===== config.mk =====
export PLATFORM = sky130hd
export DESIGN_NAME = sfr_mon
export DESIGN_NICKNAME = d
export VERILOG_FILES = /design/src/rtl/sfr_mon.sv
export SDC_FILE = /design/constraint.sdc
export NUM_CORES = 2
export LEC_CHECK = 0
export ABC_AREA = 1
export BUFFER_PORTS_ARGS = -buffer_cell sky130_fd_sc_hd__buf_2
export CORE_AREA = 2 2 483 485
export DETAILED_ROUTE_END_ITERATION = 10
export DIE_AREA = 0 0 485 487
export GPL_ROUTABILITY_DRIVEN = 1
export PLACE_DENSITY_LB_ADDON = 0.08
export SLEW_MARGIN = 20
export SYNTH_ARGS = -nofsm -noshare
export SYNTH_HDL_FRONTEND = slang
export SYNTH_SLANG_ARGS = --single-unit

===== constraint.sdc =====
create_clock -name clk_i -period 11.12 [get_ports clk_i]
set_input_delay 1.112 -clock clk_i [delete_from_list [all_inputs] [get_ports clk_i]]
set_output_delay 1.112 -clock clk_i [all_outputs]
set_load 0.01 [all_outputs]

===== src/rtl/sfr_mon.sv =====
// Tile SFR block: ID/ctrl/IRQ-enable/SGI registers, interval timers and a circular bus trace buffer.
// Optional SFR_MON_TIMESTAMP_EN builds a 16-bit free-running cycle counter stamped into trace word 2.
module sfr_mon #(
  parameter logic [31:0] CORENUM          = 32'd0,
  parameter bit          SW_RESET_DEFAULT = 1'b0,
  parameter int unsigned IRQ_NUM_POW      = 4,
  parameter int unsigned TIMER_NUM        = 2,
  parameter int unsigned TRACE_DEPTH_POW  = 5
) (
  input  logic                        clk_i,
  input  logic                        rst_i,
  input  logic                        host_req_i,
  output logic                        host_ack_o,
  input  logic                        host_we_i,
  input  logic [31:0]                 host_addr_bi,
  input  logic [31:0]                 host_wdata_bi,
  output logic                        host_resp_o,
  output logic [31:0]                 host_rdata_bo,
  output logic                        sw_reset_o,
  output logic [(1<<IRQ_NUM_POW)-1:0] irq_en_bo,
  output logic [TIMER_NUM-1:0]        irq_timer_bo,
  output logic                        sgi_req_o,
  output logic [IRQ_NUM_POW-1:0]      sgi_code_bo
);

  localparam int unsigned IRQN  = 1 << IRQ_NUM_POW;
  localparam int unsigned DEPTH = 1 << TRACE_DEPTH_POW;
  localparam int unsigned PW    = TRACE_DEPTH_POW;

  typedef enum logic [1:0] {T_OFF, T_RUN, T_FULL} trc_st_e;

  logic [7:0] aw;
  logic       rd_en, wr_en, tmr_sel;
  assign aw      = {host_addr_bi[7:2], 2'b00};
  assign rd_en   = host_req_i & ~host_we_i;
  assign wr_en   = host_req_i & host_we_i;
  assign tmr_sel = (aw[7:5] == 3'b001);

  assign host_ack_o = host_req_i;

  logic            resp_q, sw_reset_q, autoclr_q, sw_reset_o_q, sgi_req_q;
  logic [31:0]     rdata_q, rdata_d;
  logic [IRQN-1:0] irq_en_q;
  logic [IRQ_NUM_POW-1:0] sgi_code_q;

  logic [31:0]          tmr_val_q [TIMER_NUM];
  logic [31:0]          tmr_per_q [TIMER_NUM];
  logic [TIMER_NUM-1:0] tmr_run_q, tmr_rld_q, tmr_irq_q;

  trc_st_e         st_q, st_d;
  logic            trc_en_q, trc_wrap_q, ovf_q, ovf_d;
  logic [PW-1:0]   wr_ptr_q, wr_ptr_d, rd_ptr_q, rd_ptr_d;
  logic [PW:0]     cnt_q, cnt_d;
  logic [95:0]     mem [DEPTH];
  logic [95:0]     head, entry;
  logic            mem_we;

  logic            pend_vld_q, pend_we_q;
  logic [31:0]     pend_addr_q, pend_wdata_q;
  logic [15:0]     pend_ts_q, ts;

`ifdef SFR_MON_TIMESTAMP_EN
  logic [15:0] ts_q;
  always_ff @(posedge clk_i or negedge rst_i) begin
    if (!rst_i) ts_q <= '0;
    else        ts_q <= ts_q + 16'd1;
  end
  assign ts = ts_q;
`else
  assign ts = '0;
`endif

  assign head = mem[rd_ptr_q];

  always_comb begin
    rdata_d = '0;
    case (aw)
      8'h00: rdata_d = 32'hDEAD_BEEF;
      8'h04: rdata_d = {30'b0, autoclr_q, sw_reset_q};
      8'h08: rdata_d = CORENUM;
      8'h10: rdata_d = 32'(irq_en_q);
      8'h80: rdata_d = {30'b0, trc_wrap_q, trc_en_q};
      8'h84: rdata_d = {ovf_q, 15'b0, 16'(cnt_q)};
      8'h90: rdata_d = (cnt_q != '0) ? head[95:64] : '0;
      8'h94: rdata_d = (cnt_q != '0) ? head[63:32] : '0;
      8'h98: rdata_d = (cnt_q != '0) ? head[31:0]  : '0;
      default: rdata_d = '0;
    endcase
    for (int unsigned k = 0; k < TIMER_NUM; k++) begin
      if (tmr_sel && aw[4:3] == 2'(k))
        rdata_d = aw[2] ? tmr_per_q[k] : {30'b0, tmr_rld_q[k], tmr_run_q[k]};
    end
  end

  always_ff @(posedge clk_i or negedge rst_i) begin
    if (!rst_i) begin
      resp_q       <= 1'b0;
      rdata_q      <= '0;
      sw_reset_q   <= SW_RESET_DEFAULT;
      autoclr_q    <= 1'b0;
      sw_reset_o_q <= 1'b1;
      irq_en_q     <= '0;
      sgi_req_q    <= 1'b0;
      sgi_code_q   <= '0;
    end else begin
      resp_q <= rd_en;
      if (rd_en) rdata_q <= rdata_d;
      if (wr_en && aw == 8'h04) begin
        sw_reset_q <= host_wdata_bi[0];
        autoclr_q  <= host_wdata_bi[1];
      end else if (sw_reset_q && autoclr_q) begin
        sw_reset_q <= 1'b0;
      end
      sw_reset_o_q <= sw_reset_q;
      if (wr_en && aw == 8'h10) irq_en_q <= host_wdata_bi[IRQN-1:0];
      sgi_req_q <= wr_en && aw == 8'h14;
      if (wr_en && aw == 8'h14) sgi_code_q <= host_wdata_bi[IRQ_NUM_POW-1:0];
    end
  end

  // A CTRL write in the expiry cycle restarts the channel and suppresses that pulse.
  always_ff @(posedge clk_i or negedge rst_i) begin
    if (!rst_i) begin
      tmr_run_q <= '0;
      tmr_rld_q <= '0;
      tmr_irq_q <= '0;
      for (int unsigned k = 0; k < TIMER_NUM; k++) begin
        tmr_val_q[k] <= '0;
        tmr_per_q[k] <= '0;
      end
    end else begin
      for (int unsigned k = 0; k < TIMER_NUM; k++) begin
        tmr_irq_q[k] <= 1'b0;
        if (sw_reset_o_q) begin
          tmr_run_q[k] <= 1'b0;
          tmr_rld_q[k] <= 1'b0;
          tmr_val_q[k] <= '0;
          tmr_per_q[k] <= '0;
        end else begin
          if (wr_en && tmr_sel && aw[4:3] == 2'(k) && !aw[2]) begin
            tmr_val_q[k] <= '0;
            tmr_run_q[k] <= host_wdata_bi[0];
            tmr_rld_q[k] <= host_wdata_bi[1];
          end else if (tmr_run_q[k]) begin
            if (tmr_val_q[k] == tmr_per_q[k]) begin
              tmr_irq_q[k] <= 1'b1;
              tmr_val_q[k] <= '0;
              tmr_run_q[k] <= tmr_rld_q[k];
            end else begin
              tmr_val_q[k] <= tmr_val_q[k] + 32'd1;
            end
          end
          if (wr_en && tmr_sel && aw[4:3] == 2'(k) && aw[2])
            tmr_per_q[k] <= host_wdata_bi;
        end
      end
    end
  end

  // Every logged access is pushed one cycle after its request, so a read (pushed in its
  // resp cycle) and a following write never collide on the single write port.
  always_ff @(posedge clk_i or negedge rst_i) begin
    if (!rst_i) begin
      pend_vld_q   <= 1'b0;
      pend_we_q    <= 1'b0;
      pend_addr_q  <= '0;
      pend_wdata_q <= '0;
      pend_ts_q    <= '0;
    end else begin
      pend_vld_q <= host_req_i && (aw[7:5] != 3'b100);
      if (host_req_i) begin
        pend_we_q    <= host_we_i;
        pend_addr_q  <= host_addr_bi;
        pend_wdata_q <= host_wdata_bi;
        pend_ts_q    <= ts;
      end
    end
  end

  assign entry = {pend_addr_q, pend_we_q ? pend_wdata_q : rdata_q, pend_we_q, 15'b0, pend_ts_q};

  always_comb begin
    st_d     = st_q;
    ovf_d    = ovf_q;
    wr_ptr_d = wr_ptr_q;
    rd_ptr_d = rd_ptr_q;
    cnt_d    = cnt_q;
    mem_we   = 1'b0;
    if (wr_en && aw == 8'h9C && cnt_q != '0) begin
      rd_ptr_d = rd_ptr_q + PW'(1);
      cnt_d    = cnt_q - 1'b1;
      if (st_q == T_FULL) st_d = T_RUN;
    end
    if (pend_vld_q) begin
      if (st_d == T_RUN) begin
        if (cnt_d == (PW+1)'(DEPTH)) begin
          ovf_d = 1'b1;
          if (trc_wrap_q) begin
            mem_we   = 1'b1;
            wr_ptr_d = wr_ptr_q + PW'(1);
            rd_ptr_d = rd_ptr_d + PW'(1);
          end else begin
            st_d = T_FULL;
          end
        end else begin
          mem_we   = 1'b1;
          wr_ptr_d = wr_ptr_q + PW'(1);
          cnt_d    = cnt_d + 1'b1;
        end
      end else if (st_d == T_FULL) begin
        ovf_d = 1'b1;
      end
    end
    if (wr_en && aw == 8'h80) begin
      if (!host_wdata_bi[0])  st_d = T_OFF;
      else if (st_q == T_OFF) st_d = T_RUN;
      if (host_wdata_bi[2]) begin
        wr_ptr_d = '0;
        rd_ptr_d = '0;
        cnt_d    = '0;
        ovf_d    = 1'b0;
        mem_we   = 1'b0;
      end
    end
  end

  always_ff @(posedge clk_i or negedge rst_i) begin
    if (!rst_i) begin
      st_q       <= T_OFF;
      trc_en_q   <= 1'b0;
      trc_wrap_q <= 1'b0;
      ovf_q      <= 1'b0;
      wr_ptr_q   <= '0;
      rd_ptr_q   <= '0;
      cnt_q      <= '0;
    end else begin
      st_q     <= st_d;
      ovf_q    <= ovf_d;
      wr_ptr_q <= wr_ptr_d;
      rd_ptr_q <= rd_ptr_d;
      cnt_q    <= cnt_d;
      if (wr_en && aw == 8'h80) begin
        trc_en_q   <= host_wdata_bi[0];
        trc_wrap_q <= host_wdata_bi[1];
      end
    end
  end

  always_ff @(posedge clk_i) begin
    if (mem_we) mem[wr_ptr_q] <= entry;
  end

  assign host_resp_o   = resp_q;
  assign host_rdata_bo = rdata_q;
  assign sw_reset_o    = sw_reset_o_q;
  assign irq_en_bo     = irq_en_q;
  assign irq_timer_bo  = tmr_irq_q;
  assign sgi_req_o     = sgi_req_q;
  assign sgi_code_bo   = sgi_code_q;

endmodule

==> results_dict.tcl <==
set metrics [dict create \
    outcome "complete, no violations" \
    vias_per_cell 5.563 \
    layout_commonest_cell "edfxtp_1" \
    antenna_found_initial 15 \
    final-max-slew-violation-count 0 \
    wirelength_mm 320.0 \
    timing.final.crit_period_ns 5.665 \
    grt_max_degree 172 \
    cts_setup_buffers 0 \
    regToRegStartpoint "cnt_q[0]" \
    holdWs_ns 0.2633 \
    clkTransAtPathRegs_ns 0.06 \
    portBuffers 125 \
    skew_ns 0.05962 \
    hold_viol_final 0 \
    synthArstFlopShare 0.1179 \
    hpwl_mm 187.0 \
    wl_per_cell_um 26.02 \
    die-area_um2 236200 \
    p_per_area_nw_per_um2 191.1 \
    worstPathMaxFanout 43 \
    core_region_area_um2 231400 \
    rsz0062_at_grt "no" \
    hp-class "input pin to asynchronous set/reset pin" \
    initialDrtViolationCount 7309 \
    io_pins 126 \
    grt_pass1_wl_mm 464.7 \
    clkLatencyLatePin_ns 0.94 \
    layout-drive-gt1-share 0.08667 \
    worst_pin_slew_ns 1.145 \
    vias 68420 \
    cts_tree "built" \
    fin_nets 9150 \
    synthCells 9012 \
    ys_seq_area_frac 0.7028 \
    cts_buffers 279 \
    synth-seq-cells 2358 \
    yosysWarnings 0 \
    cts_root_buf "clkbuf_16" \
    die_y_um 487 \
    cp-start-kind "register" \
    clock.fmax_mhz 176.5 \
    arrival_ns 6.21 \
    cap_violations 0 \
    avgSynthCellArea_um2 10.96 \
    crit_path_end_kind "register" \
    synth-edff-count 2080 \
    crit_type "register to register" \
    drc 0 \
    crit_required_ns 11.66 \
    cts.htree.levels 5 \
    setup_viol 0 \
    clk_path_buf_depth 4 \
    grt_pass1_vias 65720 \
    ant_nets 0 \
    cp-startpoint "cnt_q[0]" \
    grt_usage 0.2678 \
    relSlewSlack 0.2348 \
    post_cts_resized 0 \
    grt_overflow_total 0 \
    cts.sinks 2358 \
    holdBufCountCts 0 \
    gp_congestion 0.8869 \
    reg2regPathDepth 18 \
    rr_endpoint "mem[7][18]" \
    syn_nets 9091 \
    leakage_nw 40.91 \
    worst-r2r-setup-slack_ns 5.45 \
    dominantRegCellSynth "edfxtp_1" \
    irDropWorstVdd_v 0.0001337 \
    start_util 0.4268 \
    postLayoutCoreUtil 0.4804 \
    die_x_um 485 \
    area_delta_synth_final_pct 12.55 \
    finalCritPeriodShare 0.5095 \
    syn_area_um2 98770 \
    drt_first_pass_iters 6 \
    tns_ns 0 \
    row_count 177 \
    final_cell_mix "edfxtp_1, nand2_1, nor2_1, o21ai_0, nand3_1" \
    synth_cell_types 49 \
]
worst max-delay path, cell delays in order, from the launching register on:
cell	delay, ns
dfrtp_1	0.39
inv_1	0.17
ha_1	0.24
nand4_2	0.59
nand3_1	0.65
nand2_1	0.14
nand2_1	0.17
inv_1	0.09
ha_1	0.18
nand2_1	0.08
a21oi_1	0.05
nand3_2	0.12
nand2_2	0.09
nand2_4	0.14
nand2_4	0.10
inv_6	0.12
nand2_4	0.16
nor2_4	0.84
buf_4	0.85
flip-flops by register name, summed over array words and instances, names as in the netlist, 4 cells and up:
name           flops
wr_ptr_q           5
rd_ptr_q           5
pend_addr_q       32
tmr_per_q         64
pend_wdata_q      32
mem             2080
cnt_q              6
tmr_val_q         64
sgi_code_bo        4
irq_en_bo         16
host_rdata_bo     32
final cells by class:
class | count | area [um^2]
timing repair buffer | 284 | 2059
inverter | 451 | 1730
sequential | 2358 | 69470
clock buffer | 366 | 7465
multi-input combinational | 5697 | 25950
tap | 3043 | 3807
antenna | 3 | 7.507
clock inverter | 97 | 676.9
fill | 20920 | 120300
metrics by stage:
| stage | cell area (um^2) | setup slack, ns | power (mW) | cells |
|---|---|---|---|---|
| 3_3_place_gp | 102900 | 4.763 | 12.97 | 11830 |
| 3_5_place_dp | 102900 | 4.852 | 12.99 | 11830 |
| 5_1_grt | 111200 | 5.109 | 22.01 | 12300 |
| 4_1_cts | 111100 | 5.369 | 21.39 | 12290 |
| 6_report | 111200 | 5.455 | 21.24 | 12300 |
| 2_1_floorplan | 98770 | 5.120 | 11.88 | 9012 |
layer usage:
metal  part of all wire  wire length (um)  vias to the layer above  track usage
li1                   -                 -                    31090            -
met1               0.45            145100                    34210       0.4007
met2               0.45            142900                     2703       0.4082
met3              0.075             24020                      416      0.03858
met4              0.025              7847                        4      0.07215
met5           0.000084                27                        -            0
synthesized netlist by cell type (39+ instances only):
cell type	n	area, um^2
o21ai_1	171	855.8
nor2_1	1595	5987
clkbuf_1	239	897.1
xor2_1	41	359.1
o22ai_1	39	244.0
o21ai_0	812	4064
edfxtp_1	2080	62460
nand2_1	1866	7004
dfrtp_1	277	6932
inv_1	432	1622
o211ai_1	163	1224
nand3_1	595	2978
buf_2	150	750.7
buf_1	67	251.5
a21oi_1	166	830.8
nand4_1	39	244.0
buf_4	45	337.8
cell families after synthesis:
kind of cell,synth area share
xor gates and xnor gates,0.006296
AOI/OAI and AO/OA,0.07673
buffers and inverters,0.04041
adders and majority gates,0.001393
DFF,0.7028
muxes,0.0007981
and+or+nand+nor,0.1715
power by group:
| group | switching, mW | internal [mW] | leakage, nW |
|---|---|---|---|
| Clock | 3.55 | 4.88 | 3.96 |
| Combinational | 1.82 | 0.654 | 14.6 |
| Sequential | 0.372 | 9.97 | 22.4 |
worst max-delay path by stage:
stage / endpoint / slack, ns / cells after the start
2_1_floorplan: mem[0][0] / 5.12 / 17
3_3_place_gp: mem[2][19] / 4.76 / 17
3_5_place_dp: mem[14][15] / 4.85 / 17
4_1_cts: mem[14][36] / 5.37 / 18
5_1_grt: mem[7][21] / 5.11 / 18
6_report: mem[7][18] / 5.45 / 18
(Power assumes the default switching activity.)
